<file path="src/rtl/msx_bus_pkg.sv">
// Shared types and constants for the MSX cartridge slot bus initiator.
//
// Contents:
//   bus_state_t : bus cycle state (IDLE, T1, T2, TW, T3, ABORT, RESP)
//   BUS_FLOAT   : value returned when nothing drives the data bus
//   bus_req_t   : request captured at accept {wr, io, addr, data}
//   sat_inc8    : saturating 8-bit increment used by the wait-tick counter
package msx_bus_pkg;

    typedef enum logic [2:0] {
        IDLE  = 3'd0,
        T1    = 3'd1,
        T2    = 3'd2,
        TW    = 3'd3,
        T3    = 3'd4,
        ABORT = 3'd5,
        RESP  = 3'd6
    } bus_state_t;

    localparam logic [7:0] BUS_FLOAT = 8'hFF;

    typedef struct packed {
        logic        wr;
        logic        io;
        logic [15:0] addr;
        logic [7:0]  data;
    } bus_req_t;

    function automatic logic [7:0] sat_inc8(input logic [7:0] v);
        return (v == 8'hFF) ? v : v + 8'd1;
    endfunction

endpackage

</file>
<file path="src/rtl/msx_bus_initiator.sv">
// Host-side initiator for the MSX cartridge slot bus.
//
// Turns one read/write request at a time into a Z80-timed memory or I/O
// cycle toward a cartridge, honours WAIT_n, samples read data qualified by
// BUS_BUSDIR_n and returns exactly one response per accepted request.
//
// Parameters:
//   WAIT_TIMEOUT : TW ticks after which the cycle is aborted (1..255)
//   EXTRA_WAIT   : forced wait ticks inserted after T2 on every cycle (0..3)
//
// Ports:
//   CLK, RESET            system clock, synchronous active-high reset
//   CLK_EN                bus tick, one CLK pulse per Z80 T-state
//   REQ_VALID/REQ_READY   request handshake (READY high only in IDLE)
//   REQ_WR/REQ_IO         1 = write / 1 = I/O cycle
//   REQ_ADDR/REQ_DATA     cycle address / write data
//   RSP_VALID             one-CLK pulse when the cycle finishes
//   RSP_DATA/RSP_TIMEOUT  read data (FF for write/float/abort), abort flag
//   BUS_ADDR/BUS_DOUT     slot address / data toward the cartridge
//   BUS_DIN/BUS_BUSDIR_n  data from cartridge, low = cartridge drives it
//   SLTSL_n MERQ_n IORQ_n RD_n WR_n   active-low bus strobes
//   WAIT_n                cartridge wait request, active-low
//
// State | meaning
//   IDLE  | ready for a request, strobes high
//   T1    | address stable, strobes high
//   T2    | select and RD_n/WR_n asserted, WAIT_n sampled
//   TW    | wait ticks: forced waits first, then WAIT_n, bounded by timeout
//   T3    | last strobed tick, read data captured on its closing tick
//   ABORT | like T3, but reports a timeout with floating data
//   RESP  | RSP_VALID high for one CLK
module msx_bus_initiator
    import msx_bus_pkg::*;
#(
    parameter int unsigned WAIT_TIMEOUT = 255,
    parameter int unsigned EXTRA_WAIT   = 0
) (
    input  logic        CLK,
    input  logic        RESET,
    input  logic        CLK_EN,

    input  logic        REQ_VALID,
    output logic        REQ_READY,
    input  logic        REQ_WR,
    input  logic        REQ_IO,
    input  logic [15:0] REQ_ADDR,
    input  logic [7:0]  REQ_DATA,

    output logic        RSP_VALID,
    output logic [7:0]  RSP_DATA,
    output logic        RSP_TIMEOUT,

    output logic [15:0] BUS_ADDR,
    output logic [7:0]  BUS_DOUT,
    input  logic [7:0]  BUS_DIN,
    input  logic        BUS_BUSDIR_n,
    output logic        SLTSL_n,
    output logic        MERQ_n,
    output logic        IORQ_n,
    output logic        RD_n,
    output logic        WR_n,
    input  logic        WAIT_n
);

    localparam logic [7:0] TIMEOUT_W8 = 8'(WAIT_TIMEOUT);
    localparam logic [7:0] EXTRA_W8   = 8'(EXTRA_WAIT);

    bus_state_t state, state_nx;
    bus_req_t   req, req_nx;
    logic [7:0] wait_cnt, wait_cnt_nx;
    logic [7:0] wait_cnt_inc;
    logic       forced_done;
    logic       timeout_hit;

    logic       sltsl_nx, merq_nx, iorq_nx, rd_nx, wr_nx;
    logic       rsp_valid_nx, rsp_timeout_nx;
    logic [7:0] rsp_data_nx;

    // The captured request drives the bus directly, so address and write
    // data change on the accept edge and stay stable for the whole cycle.
    assign BUS_ADDR  = req.addr;
    assign BUS_DOUT  = req.data;
    assign REQ_READY = (state == IDLE);

    // Counter value including the tick being taken now; this lets the
    // forced-wait and timeout decisions use the count after this tick.
    assign wait_cnt_inc = sat_inc8(wait_cnt);
    assign forced_done  = (wait_cnt_inc >= EXTRA_W8);
    assign timeout_hit  = (wait_cnt_inc == TIMEOUT_W8);

    always_ff @(posedge CLK) begin
        if (RESET) begin
            state       <= IDLE;
            req         <= '0;
            wait_cnt    <= '0;
            SLTSL_n     <= 1'b1;
            MERQ_n      <= 1'b1;
            IORQ_n      <= 1'b1;
            RD_n        <= 1'b1;
            WR_n        <= 1'b1;
            RSP_VALID   <= 1'b0;
            RSP_DATA    <= BUS_FLOAT;
            RSP_TIMEOUT <= 1'b0;
        end else begin
            state       <= state_nx;
            req         <= req_nx;
            wait_cnt    <= wait_cnt_nx;
            SLTSL_n     <= sltsl_nx;
            MERQ_n      <= merq_nx;
            IORQ_n      <= iorq_nx;
            RD_n        <= rd_nx;
            WR_n        <= wr_nx;
            RSP_VALID   <= rsp_valid_nx;
            RSP_DATA    <= rsp_data_nx;
            RSP_TIMEOUT <= rsp_timeout_nx;
        end
    end

    always_comb begin
        state_nx       = state;
        req_nx         = req;
        wait_cnt_nx    = wait_cnt;
        sltsl_nx       = SLTSL_n;
        merq_nx        = MERQ_n;
        iorq_nx        = IORQ_n;
        rd_nx          = RD_n;
        wr_nx          = WR_n;
        rsp_valid_nx   = 1'b0;
        rsp_data_nx    = RSP_DATA;
        rsp_timeout_nx = RSP_TIMEOUT;

        case (state)
            IDLE: begin
                if (REQ_VALID) begin
                    req_nx.wr   = REQ_WR;
                    req_nx.io   = REQ_IO;
                    req_nx.addr = REQ_ADDR;
                    req_nx.data = REQ_DATA;
                    wait_cnt_nx = '0;
                    state_nx    = T1;
                end
            end

            T1: begin
                if (CLK_EN) begin
                    // Slot select only accompanies memory cycles; IORQ_n
                    // only I/O cycles. Exactly one of RD_n/WR_n goes low.
                    sltsl_nx = req.io;
                    merq_nx  = req.io;
                    iorq_nx  = ~req.io;
                    rd_nx    = req.wr;
                    wr_nx    = ~req.wr;
                    state_nx = T2;
                end
            end

            T2: begin
                if (CLK_EN) begin
                    if ((EXTRA_W8 != 8'd0) || !WAIT_n) begin
                        state_nx = TW;
                    end else begin
                        state_nx = T3;
                    end
                end
            end

            TW: begin
                if (CLK_EN) begin
                    wait_cnt_nx = wait_cnt_inc;
                    // A cycle that becomes releasable on the timeout tick
                    // completes normally rather than aborting.
                    if (forced_done && WAIT_n) begin
                        state_nx = T3;
                    end else if (timeout_hit) begin
                        state_nx = ABORT;
                    end
                end
            end

            T3: begin
                if (CLK_EN) begin
                    sltsl_nx       = 1'b1;
                    merq_nx        = 1'b1;
                    iorq_nx        = 1'b1;
                    rd_nx          = 1'b1;
                    wr_nx          = 1'b1;
                    rsp_valid_nx   = 1'b1;
                    rsp_timeout_nx = 1'b0;
                    rsp_data_nx    = (!req.wr && !BUS_BUSDIR_n) ? BUS_DIN : BUS_FLOAT;
                    state_nx       = RESP;
                end
            end

            ABORT: begin
                if (CLK_EN) begin
                    sltsl_nx       = 1'b1;
                    merq_nx        = 1'b1;
                    iorq_nx        = 1'b1;
                    rd_nx          = 1'b1;
                    wr_nx          = 1'b1;
                    rsp_valid_nx   = 1'b1;
                    rsp_timeout_nx = 1'b1;
                    rsp_data_nx    = BUS_FLOAT;
                    state_nx       = RESP;
                end
            end

            RESP: begin
                state_nx = IDLE;
            end

            default: begin
                sltsl_nx = 1'b1;
                merq_nx  = 1'b1;
                iorq_nx  = 1'b1;
                rd_nx    = 1'b1;
                wr_nx    = 1'b1;
                state_nx = IDLE;
            end
        endcase
    end

endmodule

</file>
<file path="config.mk">
export PLATFORM = sky130hd
export DESIGN_NAME = msx_bus_initiator
export DESIGN_NICKNAME = d
export VERILOG_FILES = /design/src/rtl/msx_bus_pkg.sv /design/src/rtl/msx_bus_initiator.sv
export SDC_FILE = /design/constraint.sdc
export NUM_CORES = 1
export LEC_CHECK = 0
export CAP_MARGIN = 20
export CORE_MARGIN = 2
export CORE_UTILIZATION = 46
export DETAILED_ROUTE_END_ITERATION = 6
export PLACE_DENSITY = 0.85
export SLEW_MARGIN = 20
export SYNTH_ARGS = -nofsm -noshare
export SYNTH_HDL_FRONTEND = slang
export SYNTH_SLANG_ARGS = --single-unit
export TNS_END_PERCENT = 1
</file>
<file path="constraint.sdc">
create_clock -name CLK -period 1.9 [get_ports CLK]
set_input_delay 0.19 -clock CLK [delete_from_list [all_inputs] [get_ports CLK]]
set_output_delay 0.19 -clock CLK [all_outputs]
set_load 0.01 [all_outputs]
</file>
==> metrics.txt <==
# TYPE chip_impl_metric gauge
chip_impl_info{name="outcome",value="finished, final reports clean"} 1
chip_impl_metric{name="fp.coreArea",unit="µm²"} 5070
chip_impl_metric{name="tritoncts.num_buffers",unit=""} 5
chip_impl_info{name="cts_tree",value="built"} 1
chip_impl_metric{name="critical_path.n_buffers_inverters",unit=""} 0
chip_impl_metric{name="post_route_cells_drive_above_1_share",unit="%"} 8.62
chip_impl_metric{name="finalWirelength",unit="µm"} 5320
chip_impl_metric{name="synth_enable_flop_cells",unit=""} 0
chip_impl_metric{name="worst_ep_arrival_time",unit="ns"} 1.91
chip_impl_metric{name="design.die.area",unit="µm²"} 5840
chip_impl_info{name="critical-path-slowest-cell",value="dfxtp_1"} 1
chip_impl_metric{name="detailed_place_hpwl",unit="µm"} 3800
chip_impl_metric{name="ant_nets",unit=""} 0
chip_impl_info{name="ctsRootBufferMaster",value="clkbuf_8"} 1
chip_impl_metric{name="groute.usage.overall",unit="%"} 18.3
chip_impl_info{name="synth_top_cells_by_area",value="dfxtp_1 (42%), nand2_1 (9.3%), buf_4 (9.0%)"} 1
chip_impl_metric{name="synth_seq_cells",unit=""} 51
chip_impl_metric{name="die_w",unit="µm"} 76.4
chip_impl_metric{name="slew_viols_final",unit=""} 0
chip_impl_metric{name="seq_area_frac_synth",unit="%"} 42.3
chip_impl_info{name="crit_family",value="compound AO/OA/AOI/OAI gates"} 1
chip_impl_metric{name="area_used_by_multi_input_combinational_logic",unit="µm²"} 1100
chip_impl_metric{name="post_drt_via_cell_ratio",unit=""} 5.10
chip_impl_info{name="crit_path_start_kind",value="flop"} 1
chip_impl_metric{name="drtIter0Drc",unit=""} 60
chip_impl_metric{name="power_per_cell_area",unit="nW/µm²"} 1000
chip_impl_metric{name="static-leakage-power",unit="µW"} 0.00120
chip_impl_metric{name="detail_route.wl_per_cell",unit="µm"} 12.7
chip_impl_metric{name="final_period_minus_worst_setup_slack",unit="ns"} 1.73
chip_impl_info{name="crit_path_end_kind",value="flop"} 1
chip_impl_metric{name="fin_worst_skew",unit="ns"} 0.00705
chip_impl_metric{name="syn-instance-count",unit=""} 291
chip_impl_metric{name="grt_pass1_vias",unit=""} 2082
chip_impl_metric{name="cpPeakStageDelay",unit="ns"} 0.48
chip_impl_info{name="most-common-layout-cells",value="clkdlybuf4s50_1 (77), nand2_1 (60), dfxtp_1 (51)"} 1
chip_impl_metric{name="timing_worst_slew_pin_value",unit="ns"} 0.519
chip_impl_metric{name="globalRoute.totalOverflow",unit=""} 0
chip_impl_metric{name="maximum_resistive_drop_on_vdd",unit="V"} 0.000446
chip_impl_metric{name="clock_tree.htree_level_count",unit=""} 2
chip_impl_info{name="worst_r2r_startpoint",value="state[1]"} 1
chip_impl_metric{name="clock-sinks",unit=""} 51
chip_impl_metric{name="layout.area.seq",unit="µm²"} 1020
chip_impl_metric{name="maxSlewHeadroom",unit="%"} 65.4
chip_impl_metric{name="synth-async-reset-ratio",unit="%"} 0
chip_impl_metric{name="clkTransAtPathRegs",unit="ns"} 0.09
chip_impl_info{name="crit_type",value="flop to flop"} 1
chip_impl_metric{name="clock_path_buffers",unit=""} 2
chip_impl_metric{name="detail_route.first_pass.iterations",unit=""} 4
chip_impl_metric{name="critPathMaxFanout",unit=""} 13
chip_impl_metric{name="synthesis.area_per_instance",unit="µm²"} 8.29
chip_impl_metric{name="detailroute.via_count",unit=""} 2131
chip_impl_metric{name="clock_insertion_delay_worst_skew",unit="ns"} 0.30
chip_impl_metric{name="initial_core_utilization",unit="%"} 47.5
chip_impl_metric{name="setup_viol",unit=""} 0
chip_impl_metric{name="postCtsHoldBufs",unit=""} 0
chip_impl_metric{name="critPathRequiredTime",unit="ns"} 2.08
chip_impl_metric{name="layout.filler_cells",unit=""} 454
chip_impl_metric{name="antenna_cells",unit=""} 0
chip_impl_metric{name="synthDistinctLibCells",unit=""} 45
chip_impl_info{name="grt_setup_unrepaired",value="no"} 1
chip_impl_metric{name="rows",unit=""} 26
chip_impl_metric{name="timing_hold_violations_final",unit=""} 0
chip_impl_metric{name="finalWeightedCongestion",unit=""} 0.848
chip_impl_metric{name="post_synth_top_area_share",unit="%"} 42.3
chip_impl_metric{name="maximum_achievable_frequency",unit="GHz"} 0.577
chip_impl_metric{name="grt_first_pass_wirelength",unit="µm"} 8960
chip_impl_info{name="most_common_library_cell_in_the_layout_ignoring_fill_and_taps",value="clkdlybuf4s50_1"} 1
chip_impl_metric{name="flow.area_growth_from_synthesis",unit="%"} 33.2
chip_impl_info{name="worstPathCellList",value="or2_2 > a2111oi_0 > o311a_1 > o32ai_1"} 1
chip_impl_metric{name="synth-warning-count",unit=""} 0
chip_impl_info{name="hold_start",value="RESET"} 1
chip_impl_metric{name="portBuffers",unit=""} 79
chip_impl_info{name="crit_path_start",value="state[1]"} 1
chip_impl_metric{name="netlist_area",unit="µm²"} 2410
chip_impl_metric{name="placed_cell_area",unit="µm²"} 3100
chip_impl_metric{name="period_share",unit="%"} 91.2
chip_impl_metric{name="postLayoutCellArea",unit="µm²"} 3210
chip_impl_info{name="hold_class",value="input pin to flop"} 1
chip_impl_metric{name="floorplan.die.height",unit="µm"} 76.4
chip_impl_info{name="synth_top_area_cell",value="dfxtp_1"} 1
chip_impl_info{name="ys.flop_type",value="dfxtp_1"} 1
chip_impl_metric{name="number_of_violations_of_the_max_capacitance_limit",unit=""} 0
chip_impl_metric{name="syn-num-nets",unit=""} 332
chip_impl_metric{name="drcViolationCount",unit=""} 0
chip_impl_metric{name="timing.setup.tns",unit="ns"} 0
chip_impl_metric{name="maximum_number_of_pins_on_one_net_before_global_route_repair",unit=""} 29
chip_impl_metric{name="antenna_found_initial",unit=""} 0
chip_impl_metric{name="final_net_count",unit=""} 388
chip_impl_metric{name="num_io_pins",unit=""} 80
==> logic make-up (layout without fill, tap and decap cells) <==
kind of cell | after synthesis | count (layout) | synth area share [%]
muxes | 5 | 5 | 2.13
and+or+nand+nor | 119 | 119 | 25.2
adders and majority gates | 1 | 1 | 0.519
DFF | 51 | 51 | 42.3
buffers and inverters | 45 | 102 | 12.4
xor gates and xnor gates | 1 | 1 | 0.363
AOI/OAI and AO/OA | 69 | 69 | 17.1
==> synthesized netlist by cell type, types with 3 or more instances <==
| library cell | instances |
|---|---|
| nor3_1 | 3 |
| nand3_1 | 3 |
| dfxtp_1 | 51 |
| o22ai_1 | 8 |
| nand2_1 | 60 |
| a2111oi_0 | 3 |
| buf_2 | 4 |
| nor2b_1 | 4 |
| clkbuf_1 | 7 |
| buf_4 | 29 |
| mux2i_1 | 4 |
| inv_1 | 3 |
| o21ai_0 | 12 |
| nor2_1 | 15 |
| nand2b_1 | 17 |
| a21oi_1 | 35 |
==> per-stage QoR <==
stage	util (%)	worst slack, ns	power, µW	instances	hold slack [ns]
final	63.3	0.166	3220	418	0.278
after global routing	63.3	0.0310	3420	418	0.306
after CTS	63.3	0.166	3260	418	0.273
after detailed placement	61.0	-0.0708	2510	410	0.446
after global placement	61.0	-0.0237	2480	410	0.442
after floorplan	-	0.351	2170	291	0.318
==> per-layer routing <==
| layer | GRT usage, % | routed length [µm] |
|---|---|---|
| met3 | 6.04 | 354 |
| met1 | 21.4 | 2360 |
| met5 | 0 | 0 |
| met4 | 4.18 | 28 |
| met2 | 32.6 | 2570 |
==> report_power, final <==
part | total, µW | internal [µW] | switching [µW] | leakage [µW]
clock network | 757 | 397 | 361 | 0.0000548
registers | 1360 | 1210 | 144 | 0.000416
logic | 1110 | 558 | 553 | 0.000732
total | 3220 | 2170 | 1060 | 0.00120
==> path summary, 6_finish.rpt <==
path              cells after the start          end  slack, ns
setup / recovery                      4     state[1]       0.17
hold / removal                        2    RSP_VALID       0.28
setup reg to reg                      4     state[1]       0.17
hold reg to reg                       2  BUS_ADDR[0]       0.46
==> timing repair <==
action,CTS,global route
setup buffers,0,0
gates resized for setup,1,0
endpoints found under the hold margin,0,0
endpoints found under the setup margin,1,0
==> sequential cells by signal, summed over array words and instances, names as in the netlist <==
name / flops
IORQ_n: 1
wait_cnt: 8
RSP_TIMEOUT: 1
RSP_VALID: 1
BUS_ADDR: 16
req: 2
BUS_DOUT: 8
MERQ_n: 1
RSP_DATA: 8
WR_n: 1
RD_n: 1
state: 3
==> worst register-to-register path: stages (launching register included) <==
cell and delay, ns:
dfxtp_1 0.48, or2_2 0.36, a2111oi_0 0.41, o311a_1 0.27
o32ai_1 0.09
==> layout make-up <==
class	instances	area share [%]
inverters	3	0.351
clock buffers	5	2.14
well taps	70	2.73
repair buffers	91	27.2
flip-flops and latches	51	31.8
clock inverters	3	1.44
multi-input cells	195	34.3
Note: power is estimated with default switching activity, not from simulation.
